==> src/rtl/vram_row_fetch_if.sv <==
// Bundles the row-request, VRAM read-port and row-buffer write signals of vram_row_fetch.
// The fetcher owns the master modport; the request source, VRAM port and row buffer share the slave modport.
`timescale 1ns/1ps
interface vram_row_fetch_if;
  logic        vram_re;
  logic [8:0]  vram_y;
  logic [9:0]  x_tl;
  logic        mem_rd;
  logic [18:0] mem_addr;
  logic        mem_rdy;
  logic        mem_rvalid;
  logic [15:0] mem_rdata;
  logic        vram_we;
  logic [9:0]  vram_x;
  logic [23:0] vram_out;
  logic        busy;

  modport master (
    input  vram_re, vram_y, x_tl, mem_rdy, mem_rvalid, mem_rdata,
    output mem_rd, mem_addr, vram_we, vram_x, vram_out, busy
  );

  modport slave (
    output vram_re, vram_y, x_tl, mem_rdy, mem_rvalid, mem_rdata,
    input  mem_rd, mem_addr, vram_we, vram_x, vram_out, busy
  );
endinterface

==> src/rtl/vram_row_fetch.sv <==
// Fetches one display row of BGR555 pixels from VRAM through a pipelined read port.
// Each pixel is expanded to 24-bit colour and written into the display row buffer.
`timescale 1ns/1ps
module vram_row_fetch #(
  parameter int ROW_W   = 640,
  parameter int MAX_OUT = 4
) (
  input  logic              clk_33MHz,
  input  logic              rst,
  vram_row_fetch_if.master  bus
);

  localparam logic [10:0] ROW_LAST = 11'(ROW_W);
  localparam logic [3:0]  OUT_LIM  = 4'(MAX_OUT);

  typedef enum logic [1:0] {IDLE, REQ, DRAIN} state_t;

  state_t      state;
  logic [8:0]  row;
  logic [9:0]  col0;
  logic [9:0]  req_cnt;
  logic [9:0]  ret_cnt;
  logic [3:0]  outstanding;
  logic        pend;
  logic [8:0]  pend_row;
  logic [9:0]  pend_col;

  logic        accept;
  logic        ret;
  logic [10:0] req_next;
  logic [3:0]  out_next;
  logic [9:0]  col_next;

  function automatic logic [7:0] expand5(input logic [4:0] c);
    return {c, c[4:2]};
  endfunction

  // Returns are ignored in IDLE so stale data after a reset never reaches the row buffer.
  always_comb begin
    accept   = bus.mem_rd & bus.mem_rdy;
    ret      = bus.mem_rvalid & (state != IDLE);
    req_next = {1'b0, req_cnt} + {10'd0, accept};
    out_next = outstanding + {3'd0, accept} - {3'd0, ret};
    col_next = col0 + req_next[9:0];
  end

  always_ff @(posedge clk_33MHz) begin
    if (rst) begin
      state        <= IDLE;
      row          <= '0;
      col0         <= '0;
      req_cnt      <= '0;
      ret_cnt      <= '0;
      outstanding  <= '0;
      pend         <= 1'b0;
      pend_row     <= '0;
      pend_col     <= '0;
      bus.mem_rd   <= 1'b0;
      bus.mem_addr <= '0;
      bus.vram_we  <= 1'b0;
      bus.vram_x   <= '0;
      bus.vram_out <= '0;
      bus.busy     <= 1'b0;
    end else begin
      bus.vram_we <= 1'b0;
      outstanding <= out_next;

      if (ret) begin
        bus.vram_we  <= 1'b1;
        bus.vram_x   <= ret_cnt;
        bus.vram_out <= {expand5(bus.mem_rdata[14:10]),
                         expand5(bus.mem_rdata[9:5]),
                         expand5(bus.mem_rdata[4:0])};
        ret_cnt      <= ret_cnt + 10'd1;
      end

      // A request seen while busy is parked; the newest one wins.
      if (bus.vram_re && state != IDLE) begin
        pend     <= 1'b1;
        pend_row <= bus.vram_y;
        pend_col <= bus.x_tl;
      end

      case (state)
        IDLE: begin
          if (pend || bus.vram_re) begin
            state        <= REQ;
            bus.busy     <= 1'b1;
            bus.mem_rd   <= 1'b1;
            req_cnt      <= '0;
            ret_cnt      <= '0;
            row          <= pend ? pend_row : bus.vram_y;
            col0         <= pend ? pend_col : bus.x_tl;
            bus.mem_addr <= pend ? {pend_row, pend_col} : {bus.vram_y, bus.x_tl};
          end
          pend <= pend & bus.vram_re;
          if (pend && bus.vram_re) begin
            pend_row <= bus.vram_y;
            pend_col <= bus.x_tl;
          end
        end

        REQ: begin
          req_cnt <= req_next[9:0];
          if (req_next == ROW_LAST) begin
            bus.mem_rd <= 1'b0;
            state      <= DRAIN;
          end else begin
            // The address only moves after an accept, so it holds steady through a stall.
            bus.mem_rd   <= (out_next < OUT_LIM);
            bus.mem_addr <= {row, col_next};
          end
        end

        DRAIN: begin
          if ({1'b0, ret_cnt} == ROW_LAST) begin
            state    <= IDLE;
            bus.busy <= 1'b0;
          end
        end

        default: state <= IDLE;
      endcase
    end
  end

endmodule

==> src/flat_wrapper.sv <==
// flat-port wrapper written by rule: the top's interface ports become plain ports
module vram_row_fetch_flat 
#(
  parameter int ROW_W   = 640,
  parameter int MAX_OUT = 4
)
  (clk_33MHz, rst, bus_vram_re, bus_vram_y, bus_x_tl, bus_mem_rdy, bus_mem_rvalid, bus_mem_rdata, bus_mem_rd, bus_mem_addr, bus_vram_we, bus_vram_x, bus_vram_out, bus_busy);
  vram_row_fetch_if bus_i ();
  input  logic clk_33MHz;
  input  logic rst;
  input wire logic [$bits(bus_i.vram_re)-1:0] bus_vram_re;
  input wire logic [$bits(bus_i.vram_y)-1:0] bus_vram_y;
  input wire logic [$bits(bus_i.x_tl)-1:0] bus_x_tl;
  input wire logic [$bits(bus_i.mem_rdy)-1:0] bus_mem_rdy;
  input wire logic [$bits(bus_i.mem_rvalid)-1:0] bus_mem_rvalid;
  input wire logic [$bits(bus_i.mem_rdata)-1:0] bus_mem_rdata;
  output wire logic [$bits(bus_i.mem_rd)-1:0] bus_mem_rd;
  output wire logic [$bits(bus_i.mem_addr)-1:0] bus_mem_addr;
  output wire logic [$bits(bus_i.vram_we)-1:0] bus_vram_we;
  output wire logic [$bits(bus_i.vram_x)-1:0] bus_vram_x;
  output wire logic [$bits(bus_i.vram_out)-1:0] bus_vram_out;
  output wire logic [$bits(bus_i.busy)-1:0] bus_busy;
  assign bus_i.vram_re = bus_vram_re;
  assign bus_i.vram_y = bus_vram_y;
  assign bus_i.x_tl = bus_x_tl;
  assign bus_i.mem_rdy = bus_mem_rdy;
  assign bus_i.mem_rvalid = bus_mem_rvalid;
  assign bus_i.mem_rdata = bus_mem_rdata;
  assign bus_mem_rd = bus_i.mem_rd;
  assign bus_mem_addr = bus_i.mem_addr;
  assign bus_vram_we = bus_i.vram_we;
  assign bus_vram_x = bus_i.vram_x;
  assign bus_vram_out = bus_i.vram_out;
  assign bus_busy = bus_i.busy;
  vram_row_fetch #(.ROW_W(ROW_W), .MAX_OUT(MAX_OUT)) u_core (.clk_33MHz(clk_33MHz), .rst(rst), .bus(bus_i));
endmodule
==> config.mk <==
export PLATFORM = sky130hd
export DESIGN_NAME = vram_row_fetch_flat
export DESIGN_NICKNAME = d
export VERILOG_FILES = /design/src/rtl/vram_row_fetch_if.sv /design/src/rtl/vram_row_fetch.sv /design/src/flat_wrapper.sv
export SDC_FILE = /design/constraint.sdc
export NUM_CORES = 1
export LEC_CHECK = 0
export ABC_AREA = 1
export BUFFER_PORTS_ARGS = -buffer_cell sky130_fd_sc_hd__buf_4
export CAP_MARGIN = 20
export CORE_UTILIZATION = 55
export CTS_BUF_LIST = sky130_fd_sc_hd__clkbuf_4 sky130_fd_sc_hd__clkbuf_8
export DETAILED_ROUTE_END_ITERATION = 8
export PLACE_DENSITY = 0.87
export SKIP_CTS_REPAIR_TIMING = 1
export SLEW_MARGIN = 20
export SYNTH_ARGS = -nofsm -noshare
export SYNTH_HDL_FRONTEND = slang
export SYNTH_SLANG_ARGS = --single-unit
==> constraint.sdc <==
create_clock -name clk_33MHz -period 3.09 [get_ports clk_33MHz]
set_input_delay 0.4635 -clock clk_33MHz [delete_from_list [all_inputs] [get_ports clk_33MHz]]
set_output_delay 0.4635 -clock clk_33MHz [all_outputs]
set_load 0.05 [all_outputs]
# Word-level counts from Yosys, hierarchy flattened
# Cells that the tools add are included.
[classes] muxes=29 eq_ne=8 bitwise_logic=3 reduce_logical=13 addsub=5 n_lt_le_gt_ge=1
[ops] cell="two-way mux 10 bit" count=8
[ops] cell="two-way mux 19 bit" count=3
[ops] cell="case mux 19 bit (2 select lines)" count=1
[ops] cell="two-way mux 9 bit" count=4
[ops] cell="case mux 10 bit (2 select lines)" count=1
[ops] cell="adder 10 x 1 -> 11 bit" count=1
[ops] cell="== test 11 x 10 -> 1 bit, second input constant" count=1
[ops] cell="adder 10 x 1 -> 10 bit, second input constant" count=1
[ops] cell="adder 10 bit" count=1
[ops] cell="== test 10 bit, second input constant" count=1
[ops] cell="AND reduction 3 bit" count=3
[ops] cell="nonzero test 2 bit" count=4
[ops] cell="two-way mux 1 bit" count=6
[ops] cell="two-way mux 2 bit" count=3
[ops] cell="!= test 2 x 1 -> 1 bit, second input constant" count=3
[ops] cell="case mux 2 bit (3 select lines)" count=1
[ops] cell="adder 4 x 1 -> 4 bit" count=1
[ops] cell="less-than comparator 4 x 3 -> 1 bit, second input constant" count=1
[ops] cell="case mux 1 bit (2 select lines)" count=2
[ops] cell="AND reduction 2 bit" count=2
[ops] cell="subtractor 4 x 1 -> 4 bit" count=1
[ops] cell="bitwise AND 1 bit" count=3
[ops] cell="== test 2 x 1 -> 1 bit, second input constant" count=1
[ops] cell="== test 2 bit, second input constant" count=1
[ops] cell="4 further kinds" count=5
[word_totals] inputBits=40 ff_bits=121 elab_cells=74

# Depth between registers and ports, before layout
# Gate-level depths: netlist of run 1.
[depth] ltp_word=6 depth_mapped=22 ltp_nobuf=22

# Worst setup path after synthesis of run 1
# Ideal clock, no wire load.
[synth_path] kind="flip-flop to flip-flop" start="register u_core.bus.mem_rd" end="register u_core.bus.mem_addr[9]" period_less_slack_ns=2.694 t_required_ns=2.949 t_arrival_ns=2.552 path_stages_with_launch=23 setup_ns=0.141 setup_slack_ns=0.396 path_cell_list="dfxtp_1 nand2_1 inv_1 ha_1 ha_1 nand2_2 nor2_4 inv_1 nand2_1 inv_1 ha_1 nand2_1 inv_1 nand2_1 nand2_1 nand2_1 nand3_1 inv_1 nand3_1 nand3_1 nand2_1 nand2_1 a21oi_1"
[synth_between] elab_chain_cells=5 word_cells_on_any_way=8
[synth_lines] item="start, declared" line="vram_row_fetch_if.sv:20" source="output mem_rd, mem_addr, vram_we, vram_x, vram_out, busy"
[synth_lines] item="start signal, assigned" line="vram_row_fetch.sv:110" source="bus.mem_rd <= (out_next < OUT_LIM);"
[synth_lines] item="bitwise AND 1 bit (*)" line="vram_row_fetch.sv:40" source="accept = bus.mem_rd & bus.mem_rdy;"
[synth_lines] item="adder 10 x 1 -> 11 bit (*)" line="vram_row_fetch.sv:42" source="req_next = {1'b0, req_cnt} + {10'd0, accept};"
[synth_lines] item="adder 10 bit or == test 11 x 10 -> 1 bit (tied branches)" line="vram_row_fetch.sv:44, vram_row_fetch.sv:105"
[synth_lines] item="two-way mux 19 bit or != test 2 bit (tied branches)"
[synth_lines] item="case mux 19 bit (2 select lines) or AND reduction 3 bit (tied branches)"
[synth_lines] item="end signal, assigned" line="vram_row_fetch.sv:94" source="bus.mem_addr <= pend ? {pend_row, pend_col} : {bus.vram_y, bus.x_tl};"
[synth_lines] item="end signal, assigned" line="vram_row_fetch.sv:111" source="bus.mem_addr <= {row, col_next};"
[synth_lines] item="end, declared" line="vram_row_fetch_if.sv:20"
# Every way passes the cells marked *; elsewhere a longest branch is shown, timed or not. The select of a mux whose other input is x is not followed.
# A chain may end at the register's enable or synchronous reset.

# Final worst setup path of run 1
[layout_path] start="register u_core.bus.mem_rd" end="register u_core.bus.mem_addr[7]"
# Same word-level chain as after synthesis.

==> reports/results.ini, run 1 <==
[placed_design]
post-place-ws_ns=0.217
gp_congestion=0.866
io_buffers=94
dp_hpwl_um=9050
place_area_sq_um=6200
dpl.cell_count=928

[synth]
syn_avg_cell_area_sq_um=7.44
ys_seq_elements=112
synthFlopType=dfxtp_1
yosys_warnings=0
async_reset_ff_frac=0
synth_cells=740
syn-num-nets=800
ys_types=42
synth_edf_count=0
syn-cell-area_sq_um=5500
ys_seq_area_frac=0.407

[global_route]
grt_usage=0.257
antenna_found_initial=0
grt_overflow=0
grt_pass1_vias=4678
grt_max_degree=53
grt_pass1_wl_um=21400

[sta]
finalSetupTns_ns=0
hold_violations=0
fin_crit_ns=2.72
slew_violations=0
worst_slack_ns=0.368
slew_headroom=0.530
fmax_mhz=367
tightest_slew_ns=0.704
min_period_over_period=0.881
hold_slack_ns=0.308
skew_ns=0.00850
setup_viol=0
rsz0062_at_grt=false

[die]
floorplan.io_pins=96
fp.coreArea_sq_um=9730
die_w_um=102
num_rows=36
dieHeight_um=102
initial_core_util=0.566
dieArea_sq_um=10400

[layout]
drive_above_1_share=0.194
final_area_sq_um=6380
syn2layout_area_growth_pct=16.0
nNetsFinal=866
antenna_cells=0
final_core_util=0.656
fin_cells=944

[drt]
vias=5108
ant_nets=0
drt_iter0_markers=257
drt_wl_total_um=12800
routed_via_density=5.41
post_drt_wl_per_cell_um=13.6
route.detailed.drc=0
first_pass_iters=7

[worst_setup_path]
crit_path_end_kind=flip-flop
path_class=flip-flop to flip-flop
critical-path-slowest-cell=dfxtp_1
start_kind=flip-flop
critical_path.cell_chain=nand2_1 -> inv_1 -> ha_1 -> ha_1 -> nand2_2 -> nor2_4 -> inv_1 -> nand2_1 -> inv_1 -> ha_1 -> a21oi_1 -> nor2_1 -> nor2_1 -> nand2_1 -> nand2_1 -> nand3_1 -> o21ai_0 -> nand2_1 -> a21oi_1
cp.required_ns=3.39
rr_worst_depth=19
cp.depth=19
rrSetupSlack_ns=0.37
crit_top_cell=nand2_1
crit_buf_inv=3
slowest_delay_ns=0.36
worstPathArrival_ns=3.02
startpoint=u_core.bus.mem_rd
cp_max_fo=6
timing.rr.start=u_core.bus.mem_rd
reg2reg_to=u_core.bus.mem_addr[7]
crit_family=simple AND/OR/NAND/NOR gates
crit_end=u_core.bus.mem_addr[7]

[power]
ir_worst_vdd_v=0.000286
leakage_nw=2.81
powerDensity_nw_per_um2=523
p_total_mw=3.34

[run]
drv_cap=0

[clock_tree]
clock_latency_ns=0.37
path_clk_slew_ns=0.11
cts_buffer_depth=2
root_buffer=clkbuf_8
cts_buffers=9
cts_tree=built
clock-sinks=112
htree_levels=3

[hold_path]
hp-start=bus_mem_rdata[8]
hold_class=input port to flip-flop

[outcome]
run_status=completed

cell type report:
type                            count  area (sq um)
Timing Repair Buffer              102           766
Sequential cell                   112          2240
Tap cell                          133           166
Fill cell                         828          3350
Clock inverter                      6          50.0
Clock buffer                       10           138
Inverter                           68           255
Multi-Input combinational cell    513          2770
Yosys cell counts, drive strengths merged, types with 2 or more instances:
master	number	area share
o22ai	2	0.0023
a311oi	16	0.025
buf	14	0.022
fa	2	0.0073
o21bai	3	0.0041
nor3b	2	0.0027
a211oi	6	0.0082
clkbuf	33	0.023
o21ai	82	0.075
nand3	22	0.023
a21oi	83	0.084
nand3b	2	0.0027
nor3	3	0.0036
nand4	5	0.0057
a31oi	2	0.0023
dfxtp	112	0.41
ha	18	0.041
xor2	5	0.0093
nor2	88	0.066
inv	67	0.046
xnor2	5	0.0080
nor4	2	0.0023
nand2	162	0.13
cell families (layout without fill, tap and decap cells):
logic type                 count (synthesis)  in the layout  share of synthesized area
and+or+nand+nor                          288            288                      0.235
AOI/OAI and AO/OA                        195            195                      0.202
buffers and inverters                    115            186                     0.0905
DFF                                      112            112                      0.407
adders and majority gates                 20             20                     0.0482
xor gates and xnor gates                  10             10                     0.0173
worst register-to-register path, cell delays in order, from the launching register on:
cell and delay (ns):
dfxtp_1 0.36, nand2_1 0.06, inv_1 0.10, ha_1 0.16, ha_1 0.19, nand2_2 0.10
nor2_4 0.19, inv_1 0.06, nand2_1 0.10, inv_1 0.09, ha_1 0.35, a21oi_1 0.20
nor2_1 0.06, nor2_1 0.12, nand2_1 0.08, nand2_1 0.07, nand3_1 0.07, o21ai_0 0.09
nand2_1 0.07, a21oi_1 0.13
how the worst min path moves through the flow:
stage                                         end  slack, ns  cells after the start
after detailed placement       u_core.pend_col[5]       0.45                      2
after global placement         u_core.pend_row[1]       0.44                      2
after floorplan                u_core.pend_row[8]       0.43                      2
final                     u_core.bus.vram_out[14]       0.31                      3
after global routing      u_core.bus.vram_out[22]       0.30                      3
after CTS                  u_core.bus.vram_out[6]       0.30                      3
layout by cell type (no fill, tap or decap), types with 5 or more instances in the layout:
cell and count:
o21ai_0 80, nand2_1 147, dfxtp_1 112, clkbuf_8 10, a21oi_1 73, nand4_1 5, a311oi_1 16, inv_1 65
nand3_1 19, xnor2_1 5, a211oi_1 6, nand2_4 10, nor2_1 81, a21oi_2 9, buf_4 102, ha_1 18
nand2_2 5
flip-flops by register name, summed over array words and instances, names as in the netlist:
| register | count |
|---|---|
| u_core.ret_cnt | 10 |
| u_core.req_cnt | 10 |
| u_core.pend_col | 10 |
| u_core.outstanding | 4 |
| u_core.bus.vram_x | 10 |
| u_core.row | 9 |
| u_core.pend | 1 |
| u_core.bus.vram_out | 15 |
| u_core.pend_row | 9 |
| u_core.bus.busy | 1 |
| u_core.bus.vram_we | 1 |
| u_core.col0 | 10 |
| u_core.state | 2 |
| u_core.bus.mem_addr | 19 |
| u_core.bus.mem_rd | 1 |
where the power goes:
| group | switching, mW | leakage (nW) | internal (mW) |
|---|---|---|---|
| Clock | 0.517 | 0.0948 | 0.326 |
| Sequential | 0.0684 | 0.920 | 1.56 |
| Combinational | 0.574 | 1.79 | 0.292 |
| Total | 1.16 | 2.81 | 2.18 |
routing by layer:
metal  part of all wire  wire length, um  GRT usage
met1               0.42             5440      0.323
met3              0.058              746     0.0561
met2               0.50             6420      0.442
met4              0.018              232     0.0747
met5                  0                0          0
Power figures use the tool's default switching activity.
==> run 2, diff against run 1 <==
--- a/config.mk
+++ b/config.mk
@@ -11,7 +11,9 @@
 export CORE_UTILIZATION = 55
 export CTS_BUF_LIST = sky130_fd_sc_hd__clkbuf_4 sky130_fd_sc_hd__clkbuf_8
 export DETAILED_ROUTE_END_ITERATION = 8
+export GPL_ROUTABILITY_DRIVEN = 0
 export PLACE_DENSITY = 0.87
+export REMOVE_ABC_BUFFERS = 1
 export SKIP_CTS_REPAIR_TIMING = 1
 export SLEW_MARGIN = 20
 export SYNTH_ARGS = -nofsm -noshare
==> reports/results.ini, run 2 (synthesis gave the netlist of run 1 again) <==
[outcome]
run_status=completed

[layout]
layout_commonest_cell=nand2_1
syn2layout_area_growth_pct=16.4
largestRegisters=u_core.bus.mem_addr: 19 flops, u_core.bus.vram_out: 15 flops
fin_cells=945  ; +0.11%
top_register=u_core.bus.mem_addr
largest_reg_flops=19  ; unchanged
antenna_cells=0  ; unchanged
layout_common_cells=147 x nand2_1, 111 x dfxtp_1, 103 x buf_4, 81 x nor2_1, 80 x o21ai_0
final_area_sq_um=6410  ; +0.35%
fill_cells=824  ; -0.48%
drive_above_1_share=0.197  ; +0.00346
nNetsFinal=867  ; +0.12%

[power]
powerDensity_nw_per_um2=530  ; +1.4%
leakage_nw=2.81  ; +0.12%
intPower_mw=2.24  ; +3.0%
power_frac_clock=0.263  ; +0.011
sw_frac_of_total=0.339  ; -0.00803
ir_worst_vdd_v=0.000315  ; +10%
combPwrFrac=0.255  ; -0.004
seq_power_share=0.482  ; -0.006
power_switching_mw=1.15  ; -0.63%
p_total_mw=3.40  ; +1.7%

[global_route]
grt_use_met2=0.442  ; -0.000516
top_usage_layer=met2
grt_usage=0.265  ; +0.00756
use_met3=0.0609  ; +0.00479
grt_overflow=0  ; unchanged
grt_max_degree=53  ; unchanged
grt_pass1_wl_um=21900  ; +2.0%
antenna_found_initial=0  ; unchanged
grt_use_met1=0.321  ; -0.00186
grt_pass1_vias=4937  ; +5.5%

[sta]
fmax_mhz=363  ; -1.1%
hold_violations=0  ; unchanged
fin_crit_ns=2.75  ; +0.0298 ns
slew_headroom=0.494  ; -0.0358
rsz0062_at_grt=false
slew_violations=0  ; unchanged
min_period_over_period=0.891  ; +0.00964
tightest_slew_ns=0.758  ; +0.0537 ns
skew_ns=0.0123  ; +0.00383 ns
hold_slack_ns=0.297  ; -0.0106 ns
setup_viol=0  ; unchanged
finalSetupTns_ns=0  ; unchanged

[drt]
routed_via_density=5.47  ; +1.1%
post_drt_wl_per_cell_um=13.9  ; +2.6%
first_pass_iters=5  ; -2
ant_nets=0  ; unchanged
vias=5170  ; +1.2%
route.detailed.drc=0  ; unchanged
drt_wl_total_um=13200  ; +2.7%
drt_iter0_markers=284  ; +11%

[placed_design]
dpl.cell_count=929  ; +0.11%
dp_hpwl_um=8820  ; -2.5%
place_area_sq_um=6200  ; +0.12%
io_buffers=94  ; unchanged

[clock_tree]
htree_levels=3  ; unchanged
path_clk_slew_ns=0.11  ; about the same
cts_buffer_depth=2  ; unchanged
clock_latency_ns=0.38  ; about the same
cts_tree=built
clock-sinks=112  ; unchanged
cts_buffers=9  ; unchanged
root_buffer=clkbuf_8

[die]
die_w_um=102  ; unchanged
fp.coreArea_sq_um=9730  ; unchanged
floorplan.io_pins=96  ; unchanged
dieHeight_um=102  ; unchanged
num_rows=36  ; unchanged
dieArea_sq_um=10400  ; unchanged
initial_core_util=0.566  ; unchanged

[worst_setup_path]
worstPathArrival_ns=3.07  ; +0.05 ns
crit_path_end_kind=flip-flop
path_class=flip-flop to flip-flop
start_kind=flip-flop
crit_top_cell=nand2_1
critical_path.cell_chain=nand2_1 -> inv_1 -> ha_1 -> ha_1 -> nand2_2 -> nor2_4 -> inv_1 -> nand2_1 -> inv_1 -> ha_2 -> nand2_1 -> nor2_1 -> nand3_1 -> nand3_1 -> inv_1 -> nand3_1 -> nand3_1 -> nand2_1 -> nand2_1 -> a21oi_1
slowest_delay_ns=0.38  ; +0.02 ns
cp_max_fo=6  ; unchanged
cp.required_ns=3.41  ; +0.02 ns
critical-path-slowest-cell=ha_2

[run]
drv_cap=0  ; unchanged

[hold_path]
hold_class=input port to flip-flop

run 2: final cells by class:
class / instances / area, sq um / share of cell area
Tap cell: 133 / 166 / 0.0260
Inverter: 68 / 255 / 0.0398
Clock buffer: 10 / 131 / 0.0205
Timing Repair Buffer: 103 / 773 / 0.121
Multi-Input combinational cell: 513 / 2770 / 0.432
Clock inverter: 6 / 67.6 / 0.0105
Sequential cell: 112 / 2240 / 0.350
run 2: through the flow:
step | setup WS [ns] | utilization
floorplan | 0.223 | -
detailed placement | 0.184 | 0.638
global placement | 0.299 | 0.638
global route | 0.0124 | 0.658
finish | 0.338 | 0.658
CTS | 0.288 | 0.658
run 2: routing by layer:
metal | vias up | wire length, um
met5 | - | 0
met4 | 0 | 325
met3 | 29 | 769
met1 | 2408 | 5640
met2 | 172 | 6450
li1 | 2561 | -
run 2: critical path: cells and delay by family (launching register included):
kind / cells / cell delay [ns]
adders and majority gates: 3 / 0.76
DFF: 1 / 0.37
buffers and inverters: 4 / 0.29
AOI/OAI and AO/OA: 1 / 0.14
and+or+nand+nor: 12 / 1.14
run 2: worst paths after layout:
check / slack, ns / end / cells after the start / startpoint
hold reg to reg: 0.46 / u_core.pend_row[6] / 2 / u_core.pend_row[6]
setup / recovery: 0.34 / u_core.bus.mem_addr[9] / 20 / u_core.bus.mem_rd
setup reg to reg: 0.34 / u_core.bus.mem_addr[9] / 20 / u_core.bus.mem_rd
hold / removal: 0.30 / u_core.bus.vram_out[7] / 3 / bus_mem_rdata[4]
run 2: power groups by stage:
| stage | registers (mW) | clock network, mW | logic (mW) |
|---|---|---|---|
| 2_1_floorplan | 1.86 | 0 | 0.390 |
| 3_3_place_gp | 1.66 | 0 | 0.828 |
| 3_5_place_dp | 1.67 | 0 | 0.861 |
| 4_1_cts | 1.63 | 0.900 | 0.866 |
| 5_1_grt | 1.65 | 0.960 | 0.950 |
| 6_report | 1.64 | 0.893 | 0.867 |
